==> config.mk <==
export PLATFORM = sky130hd
export DESIGN_NAME = fp_align_ctrl_flat
export DESIGN_NICKNAME = d
export VERILOG_FILES = /design/src/rtl/fp_align_ctrl_if.sv /design/src/rtl/fp_align_ctrl.sv /design/src/flat_wrapper.sv
export SDC_FILE = /design/constraint.sdc
export NUM_CORES = 1
export LEC_CHECK = 0
export CAP_MARGIN = 20
export CELL_PAD_IN_SITES_DETAIL_PLACEMENT = 0
export CELL_PAD_IN_SITES_GLOBAL_PLACEMENT = 1
export CORE_ASPECT_RATIO = 0.9
export CORE_MARGIN = 2
export CORE_UTILIZATION = 36
export DETAILED_ROUTE_END_ITERATION = 10
export GPL_TIMING_DRIVEN = 0
export PLACE_DENSITY_LB_ADDON = 0.1
export SETUP_SLACK_MARGIN = 0.2
export SYNTH_ARGS = -nofsm -noshare
export SYNTH_HDL_FRONTEND = slang
export SYNTH_SLANG_ARGS = --single-unit
==> constraint.sdc <==
create_clock -name clk -period 2.7 [get_ports clk]
set_input_delay 0.54 -clock clk [delete_from_list [all_inputs] [get_ports clk]]
set_output_delay 0.54 -clock clk [all_outputs]
set_load 0.005 [all_outputs]
==> src/rtl/fp_align_ctrl_if.sv <==
// Bus between the FP-adder sequencer/counter side and the alignment controller.
interface fp_align_ctrl_if #(
  parameter int unsigned MANT_W = 24
);
  logic              start;
  logic [7:0]        exp_a;
  logic [7:0]        exp_b;
  logic [MANT_W-1:0] man_a;
  logic [MANT_W-1:0] man_b;
  logic              cnt_zero;
  logic [7:0]        cnt_value;
  logic              cnt_load;
  logic              cnt_down;
  logic [7:0]        exp_big;
  logic [MANT_W-1:0] man_big;
  logic [MANT_W+1:0] man_small;
  logic              sticky;
  logic              swapped;
  logic              busy;
  logic              done;

  // Requester plus down-counter side
  modport master (
    output start, exp_a, exp_b, man_a, man_b, cnt_zero,
    input  cnt_value, cnt_load, cnt_down, exp_big, man_big, man_small,
           sticky, swapped, busy, done
  );

  // Alignment controller side
  modport slave (
    input  start, exp_a, exp_b, man_a, man_b, cnt_zero,
    output cnt_value, cnt_load, cnt_down, exp_big, man_big, man_small,
           sticky, swapped, busy, done
  );
endinterface

==> src/rtl/fp_align_ctrl.sv <==
// Exponent compare and mantissa alignment controller driving an external
// 8-bit down counter; shifts the smaller mantissa once per decrement.
module fp_align_ctrl #(
  parameter int unsigned MANT_W    = 24,
  parameter int unsigned MAX_SHIFT = 26
) (
  input  logic          clk,
  input  logic          rst_n,
  fp_align_ctrl_if.slave bus
);

  localparam int unsigned EW = 8;
  localparam int unsigned SW = MANT_W + 2;
  localparam logic [EW-1:0] MAX_SHIFT_E = EW'(MAX_SHIFT);

  typedef enum logic [2:0] {
    S_IDLE  = 3'd0,
    S_LOAD  = 3'd1,
    S_WAIT  = 3'd2,
    S_CHECK = 3'd3,
    S_SHIFT = 3'd4,
    S_DONE  = 3'd5
  } state_t;

  state_t            state;
  logic [EW-1:0]     cnt_value_q;
  logic              cnt_load_q;
  logic              cnt_down_q;
  logic [EW-1:0]     exp_big_q;
  logic [MANT_W-1:0] man_big_q;
  logic [SW-1:0]     man_small_q;
  logic              sticky_q;
  logic              swapped_q;
  logic              busy_q;
  logic              done_q;
  logic [EW-1:0]     shift_cnt_q;

  logic              b_big_c;
  logic [EW-1:0]     diff_c;
  logic [EW-1:0]     clamp_c;
  logic              finish_c;

  // Operand compare and clamped exponent difference
  assign b_big_c = bus.exp_b > bus.exp_a;
  assign diff_c  = b_big_c ? (bus.exp_b - bus.exp_a) : (bus.exp_a - bus.exp_b);
  assign clamp_c = (diff_c > MAX_SHIFT_E) ? MAX_SHIFT_E : diff_c;

  // Local shift count guards against a counter that never reports zero
  assign finish_c = bus.cnt_zero || (shift_cnt_q >= cnt_value_q);

  // Alignment sequencer with registered strobes and results
  always_ff @(posedge clk or negedge rst_n) begin
    if (!rst_n) begin
      state       <= S_IDLE;
      cnt_value_q <= '0;
      cnt_load_q  <= 1'b0;
      cnt_down_q  <= 1'b0;
      exp_big_q   <= '0;
      man_big_q   <= '0;
      man_small_q <= '0;
      sticky_q    <= 1'b0;
      swapped_q   <= 1'b0;
      busy_q      <= 1'b0;
      done_q      <= 1'b0;
      shift_cnt_q <= '0;
    end else begin
      cnt_load_q <= 1'b0;
      cnt_down_q <= 1'b0;
      done_q     <= 1'b0;
      case (state)
        S_IDLE: begin
          if (bus.start) begin
            swapped_q   <= b_big_c;
            exp_big_q   <= b_big_c ? bus.exp_b : bus.exp_a;
            man_big_q   <= b_big_c ? bus.man_b : bus.man_a;
            man_small_q <= {(b_big_c ? bus.man_a : bus.man_b), 2'b00};
            sticky_q    <= 1'b0;
            cnt_value_q <= clamp_c;
            shift_cnt_q <= '0;
            cnt_load_q  <= 1'b1;
            busy_q      <= 1'b1;
            state       <= S_LOAD;
          end
        end
        S_LOAD: begin
          state <= S_WAIT;
        end
        S_WAIT: begin
          state <= S_CHECK;
        end
        S_CHECK: begin
          if (finish_c) begin
            done_q <= 1'b1;
            state  <= S_DONE;
          end else begin
            cnt_down_q <= 1'b1;
            state      <= S_SHIFT;
          end
        end
        S_SHIFT: begin
          man_small_q <= {1'b0, man_small_q[SW-1:1]};
          sticky_q    <= sticky_q | man_small_q[0];
          shift_cnt_q <= shift_cnt_q + EW'(1);
          state       <= S_WAIT;
        end
        S_DONE: begin
          busy_q <= 1'b0;
          state  <= S_IDLE;
        end
        default: begin
          busy_q <= 1'b0;
          state  <= S_IDLE;
        end
      endcase
    end
  end

  assign bus.cnt_value = cnt_value_q;
  assign bus.cnt_load  = cnt_load_q;
  assign bus.cnt_down  = cnt_down_q;
  assign bus.exp_big   = exp_big_q;
  assign bus.man_big   = man_big_q;
  assign bus.man_small = man_small_q;
  assign bus.sticky    = sticky_q;
  assign bus.swapped   = swapped_q;
  assign bus.busy      = busy_q;
  assign bus.done      = done_q;

endmodule

==> src/flat_wrapper.sv <==
// flat-port wrapper written by rule: the top's interface ports become plain ports
module fp_align_ctrl_flat 
#(
  parameter int unsigned MANT_W    = 24,
  parameter int unsigned MAX_SHIFT = 26
)
  (clk, rst_n, bus_start, bus_exp_a, bus_exp_b, bus_man_a, bus_man_b, bus_cnt_zero, bus_cnt_value, bus_cnt_load, bus_cnt_down, bus_exp_big, bus_man_big, bus_man_small, bus_sticky, bus_swapped, bus_busy, bus_done);
  fp_align_ctrl_if #(.MANT_W(MANT_W)) bus_i ();
  input  logic clk;
  input  logic rst_n;
  input wire logic [$bits(bus_i.start)-1:0] bus_start;
  input wire logic [$bits(bus_i.exp_a)-1:0] bus_exp_a;
  input wire logic [$bits(bus_i.exp_b)-1:0] bus_exp_b;
  input wire logic [$bits(bus_i.man_a)-1:0] bus_man_a;
  input wire logic [$bits(bus_i.man_b)-1:0] bus_man_b;
  input wire logic [$bits(bus_i.cnt_zero)-1:0] bus_cnt_zero;
  output wire logic [$bits(bus_i.cnt_value)-1:0] bus_cnt_value;
  output wire logic [$bits(bus_i.cnt_load)-1:0] bus_cnt_load;
  output wire logic [$bits(bus_i.cnt_down)-1:0] bus_cnt_down;
  output wire logic [$bits(bus_i.exp_big)-1:0] bus_exp_big;
  output wire logic [$bits(bus_i.man_big)-1:0] bus_man_big;
  output wire logic [$bits(bus_i.man_small)-1:0] bus_man_small;
  output wire logic [$bits(bus_i.sticky)-1:0] bus_sticky;
  output wire logic [$bits(bus_i.swapped)-1:0] bus_swapped;
  output wire logic [$bits(bus_i.busy)-1:0] bus_busy;
  output wire logic [$bits(bus_i.done)-1:0] bus_done;
  assign bus_i.start = bus_start;
  assign bus_i.exp_a = bus_exp_a;
  assign bus_i.exp_b = bus_exp_b;
  assign bus_i.man_a = bus_man_a;
  assign bus_i.man_b = bus_man_b;
  assign bus_i.cnt_zero = bus_cnt_zero;
  assign bus_cnt_value = bus_i.cnt_value;
  assign bus_cnt_load = bus_i.cnt_load;
  assign bus_cnt_down = bus_i.cnt_down;
  assign bus_exp_big = bus_i.exp_big;
  assign bus_man_big = bus_i.man_big;
  assign bus_man_small = bus_i.man_small;
  assign bus_sticky = bus_i.sticky;
  assign bus_swapped = bus_i.swapped;
  assign bus_busy = bus_i.busy;
  assign bus_done = bus_i.done;
  fp_align_ctrl #(.MANT_W(MANT_W), .MAX_SHIFT(MAX_SHIFT)) u_core (.clk(clk), .rst_n(rst_n), .bus(bus_i));
endmodule
== After elaboration in Yosys (flattened, before gate mapping) ==
Index checks and enable logic that the tools add are counted.

* Bits in registers: 83
* Bits of input ports: 68

* Reduce and logical (&&, ||, !) cells: 8
* Equal/unequal tests: 5
* Mux-type cells: 22
* $lt $le $gt $ge: 3
* Bitwise gates (word level): 2
* $add $sub $neg: 3

{| class="wikitable"
|+ Operators with widths
! operator !! number
|-
| 26-bit one-hot mux with 2 select lines || 1
|-
| 24-bit two-way mux || 2
|-
| 8-bit two-way mux || 4
|-
| 26-bit two-way mux || 1
|-
| 8-bit one-hot mux with 2 select lines || 1
|-
| 8-bit subtractor || 2
|-
| 3-bit one-hot mux with 4 select lines || 1
|-
| 1-bit two-way mux || 9
|-
| 8-bit by 1-bit adder with 8-bit output, second input constant || 1
|-
| 8-bit >= comparator || 1
|-
| 8-bit by 5-bit greater-than comparator with 1-bit output, second input constant || 1
|-
| 8-bit greater-than comparator || 1
|-
| 3-bit by 2-bit == test with 1-bit output, second input constant || 2
|-
| 2-bit AND reduction || 3
|-
| 1-bit one-hot mux with 2 select lines || 2
|-
| 4-bit OR reduction || 1
|-
| 3-bit by 1-bit == test with 1-bit output, second input constant || 1
|-
| 3-bit == test, second input constant || 1
|-
| 3-bit logical NOT || 1
|-
| 3-bit two-way mux || 1
|-
| 2-bit != test, second input constant || 1
|-
| 2-bit nonzero test || 1
|-
| 2-bit OR reduction || 1
|-
| 1-bit logical OR || 1
|-
| other kinds (2) || 2
|}

== Longest topological paths before layout ==
Gate-level depths: netlist (run 1).

* Depth in word-level cells: 4
* Mapped depth: 13
* Mapped depth without buffers: 11

== Least setup slack after synthesis (run 1) ==
No wires, ideal clock.

* Kind: input-to-reg
* Start: input port bus_exp_b[0]
* End: register u_core.cnt_value_q[3] (netlist: u_core.bus.cnt_value[3])
* Setup time: 0.137 ns
* Path slack: -0.174 ns
* Stages on the path: 11
* Buffers on the path: 0
* Data required time: 2.563 ns
* Data arrival time: 2.737 ns
* Cell sequence: inv_1 -> ha_1 -> inv_1 -> fa_1 -> nand3_2 -> a21oi_1 -> and4b_1 -> or3b_1 -> mux4_2 -> nand3b_1 -> a2bb2oi_1

* Cells in the longest elaborated chain, start to end: 4
* Elaborated cells between the ends (all ways): 6
* Classes of those cells: 2 x add/sub; 2 x order compare; 2 x mux

{| class="wikitable"
|+ RTL lines
! element !! line !! text
|-
| start: declaration || flat_wrapper.sv:13 || <nowiki>input wire logic [$bits(bus_i.exp_b)-1:0] bus_exp_b;</nowiki>
|-
| 8-bit subtractor / 8-bit greater-than comparator (equally long branches) || fp_align_ctrl.sv:45, fp_align_ctrl.sv:44 ||
|-
| 8-bit two-way mux * || fp_align_ctrl.sv:45 || <nowiki>assign diff_c = b_big_c ? (bus.exp_b - bus.exp_a) : (bus.exp_a - bus.exp_b);</nowiki>
|-
| 8-bit by 5-bit greater-than comparator with 1-bit output || fp_align_ctrl.sv:46 || <nowiki>assign clamp_c = (diff_c > MAX_SHIFT_E) ? MAX_SHIFT_E : diff_c;</nowiki>
|-
| 8-bit two-way mux * || fp_align_ctrl.sv:46 ||
|-
| end signal: assignment || fp_align_ctrl.sv:78 || <nowiki>cnt_value_q <= clamp_c;</nowiki>
|-
| end: declaration || fp_align_ctrl.sv:26 || <nowiki>logic [EW-1:0] cnt_value_q;</nowiki>
|}

Mark *: on every way between the ends. The rest lies on a longest branch, timed or not.
A chain may end at the register's enable or synchronous reset.

== Worst setup path in the final report (run 1) ==
* Start: input port bus_exp_a[0]
* End: register u_core.cnt_value_q[1] (netlist: u_core.bus.cnt_value[1])

* Cells in the longest elaborated chain, start to end: 4
* Elaborated cells between the ends (all ways): 6
* Classes of those cells: 2 x add/sub; 2 x order compare; 2 x mux

{| class="wikitable"
|+ RTL lines
! element !! line !! text
|-
| start: declaration || flat_wrapper.sv:12 || <nowiki>input wire logic [$bits(bus_i.exp_a)-1:0] bus_exp_a;</nowiki>
|-
| 8-bit subtractor / 8-bit greater-than comparator (equally long branches) || fp_align_ctrl.sv:45, fp_align_ctrl.sv:44 ||
|-
| 8-bit two-way mux * || fp_align_ctrl.sv:45 ||
|-
| 8-bit by 5-bit greater-than comparator with 1-bit output || fp_align_ctrl.sv:46 ||
|-
| 8-bit two-way mux * || fp_align_ctrl.sv:46 ||
|}

Marked as above.

==> impl_metrics.yaml, run 1 <==
final_layout:
  layout-drive-gt1-share: 0.1762
  num_antenna_cells: 0
  nets: 771
  nFillCells: 1172
  post-route-util: 0.5708
  syn_to_final_growth_pct: 53.84
place:
  port_buffers: 139
  place_congestion: 0.7731
  dp_slack_ns: -1.036
  hpwl_um: 10330
floorplanning:
  die_x_um: 125.0
  fp.dieH_um: 112.9
  boundaryPins: 140
  start_util: 0.3710
  coreArea_mm2: 0.01278
  dieArea_mm2: 0.01411
  row_count: 39
timing:
  final_hold_viol_count: 0
  worst_pin_slew_ns: 0.5662
  min_period_ns: 2.781
  whs_ns: 0.09538
  fmax_ghz: 0.3595
  slew_headroom: 0.6225
  rsz0062_at_grt: "true"
  setup_slack_ns: -0.08137
  fin_worst_skew_ns: 0.003918
  setup_viol: 5
  min_period_over_period: 1.030
  maxSlewViolCount: 0
synthesis:
  netlist_area_mm2: 0.004743
  yosys.area.top_type: "dfrtp_1"
  synth_top_area_frac: 0.4379
  ys_seq_area_frac: 0.4379
  synth_edf_count: 0
  ys_types: 46
  ys_async_sr_fraction: 1.000
  synth_area_per_cell_um2: 9.621
  synthTopCellsByArea: "dfrtp_1 44%, mux2i_1 11%, o21ai_0 8.8%"
  synth_common_cells: "83 x dfrtp_1, 83 x o21ai_0, 54 x mux2i_1"
  synthFlopType: "dfrtp_1"
  synth_nets: 587
  postSynthCellCount: 493
  ys_ff_latch: 83
  yosysWarnings: 0
min_path:
  hold_path.class: "in -> async"
critical_path:
  cpPeakStageDelay_ns: 0.54
  crit_path_start_kind: "input port"
  critPathCaptureType: "flop"
  required_ns: 2.88
  worst_r2r_path_depth: 9
  cp_slowest_cell: "mux4_2"
  worst_r2r_startpoint: "u_core.shift_cnt_q[0]"
  arrival_ns: 2.96
  path_cells: "buf_8 > inv_4 > ha_4 > inv_2 > fa_2 > nand3_4 > a21oi_2 > and4b_1 > or3b_4 > mux4_2 > nor3b_4 > a32oi_1"
  cp_max_fo: 3
  crit_start: "bus_exp_a[0]"
  criticalPathCategory: "in -> reg"
outcome:
  status: "finished, violations left"
  violations: "negative setup slack"
power_and_ir_drop:
  ir_worst_vdd_v: 0.0004052
  power.density_mw_per_mm2: 842.8
  p_leak_nw: 3.335
route:
  first_iter_violations: 272
  postRouteAntennaNets: 0
  drt_pass1_iterations: 4
  routed_wl_um: 14490
  avgViaCountPerCell: 5.196
  drc_errors: 0
  wire_per_inst_um: 17.14
  route.vias.total: 4391
clocking:
  holdBufCountCts: 0
  cts_made_buffers: 9
  clkTransAtPathRegs_ns: 0.06
  clockBufferDepth: 2
  root_buffer: "clkbuf_16"
  clkLatencyLatePin_ns: 0.33
  clock_sinks: 83
  htree_levels: 3
  cts_tree: "done"
grt:
  grt_pass1_wl_um: 23380
  grt_max_degree: 64
  grt_usage: 0.2043
  grt_pass1_vias: 4551
  gr-total-overflow: 0
  antenna_found_initial: 0
run:
  drv_cap: 0
[report_power, final]
| part | total (W) | switching [W] | internal (W) |
|---|---|---|---|
| combinational | 0.00274 | 0.00123 | 0.00151 |
| sequential | 0.00209 | 0.000349 | 0.00174 |
| clock | 0.00132 | 0.000494 | 0.000827 |
[critical path, delay by kind of cell]
kind            cells  cell delay [ns]
fa+ha+maj           2             0.51
buf+inv             3             0.20
mux                 1             0.54
simple gates        4             1.00
compound gates      2             0.19
[timing repair]
action	in CTS	in global routing
resized for setup	83	44
setup endpoints to repair	62	60
cloned	1	2
buffers inserted	18	12
pin swaps	18	13
[worst paths after layout]
| path | end | slack (ns) |
|---|---|---|
| setup / recovery | u_core.bus.cnt_value[1] | -0.08 |
| hold / removal | u_core.bus.cnt_load | 0.1 |
| setup reg to reg | u_core.state[0] | 0.44 |
| hold reg to reg | u_core.bus.man_big[10] | 0.48 |
| max in group asynchronous | u_core.bus.exp_big[7] | 2.00 |
| min in group clk | u_core.bus.man_big[10] | 0.48 |
[cell families (layout without fill, tap and decap cells)]
logic type | after synthesis | in the layout | synth area share
buffers and inverters | 61 | 249 | 0.05460
multiplexers | 55 | 55 | 0.1187
XOR/XNOR | 6 | 6 | 0.01108
AO/OA/AOI/OAI | 149 | 149 | 0.1862
adder cells (fa/ha/maj) | 26 | 26 | 0.07175
AND/OR/NAND/NOR | 113 | 113 | 0.1198
flip-flops | 83 | 83 | 0.4379
[final cells by class]
type,instances,area (µm²),area share
clock inverters,5,77.57,0.01063
plain buffers,31,240.2,0.03292
flip-flops and latches,83,2077,0.2846
well taps,164,205.2,0.02812
inverters,30,127.6,0.01749
repair buffers,173,1710,0.2344
clock buffers,10,239.0,0.03275
multi-input cells,349,2620,0.3591
[stage by stage]
step / power, W / area [µm²] / std cells / TNS (ns)
6_report: 0.006150 / 7297 / 845 / -0.2677
5_1_grt: 0.006591 / 7297 / 845 / -0.6393
4_1_cts: 0.006109 / 7051 / 831 / -0.1806
3_5_place_dp: 0.004656 / 6409 / 797 / -44.45
3_3_place_gp: 0.004597 / 6384 / 796 / -217.08
2_1_floorplan: 0.003183 / 4787 / 493 / -0.3376
[layout by cell type (no fill, tap or decap), drive strengths merged, types with 12 or more instances in the layout]
cell	Yosys	layout
inv	30	30
clkbuf	19	34
a21oi	20	20
dfrtp	83	83
ha	24	24
nand2	46	46
clkdlybuf4s50	0	122
buf	12	49
a22oi	23	23
o21ai	83	83
nand3	12	12
mux2i	54	54
nor2	19	19
[routing by layer]
layer,share of wire,wire length [µm],GRT usage,vias to the layer above
met4,0.016,232,0.04889,0
met3,0.063,906,0.06005,16
met1,0.44,6387,0.2575,2141
met2,0.48,6958,0.3486,112
met5,0,0,0,-
li1,-,-,-,2122
[state kept, by name, indices dropped and copies added (netlist names)]
signal and count:
u_core.bus.cnt_load 1, u_core.bus.exp_big 8, u_core.bus.busy 1, u_core.bus.man_big 24
u_core.bus.cnt_down 1, u_core.bus.done 1, u_core.state 3, u_core.bus.man_small 26
u_core.shift_cnt_q 8, u_core.bus.sticky 1, u_core.bus.cnt_value 8, u_core.bus.swapped 1
(Power assumes the default switching activity.)
==> run 2, diff against run 1 <==
--- a/config.mk
+++ b/config.mk
@@ -12,6 +12,7 @@
 export CORE_MARGIN = 2
 export CORE_UTILIZATION = 36
 export DETAILED_ROUTE_END_ITERATION = 10
+export GPL_ROUTABILITY_DRIVEN = 1
 export GPL_TIMING_DRIVEN = 0
 export PLACE_DENSITY_LB_ADDON = 0.1
 export SETUP_SLACK_MARGIN = 0.2
==> results of run 2 <==
No change in the layout: final DEF, timing and power equal those of run 1.
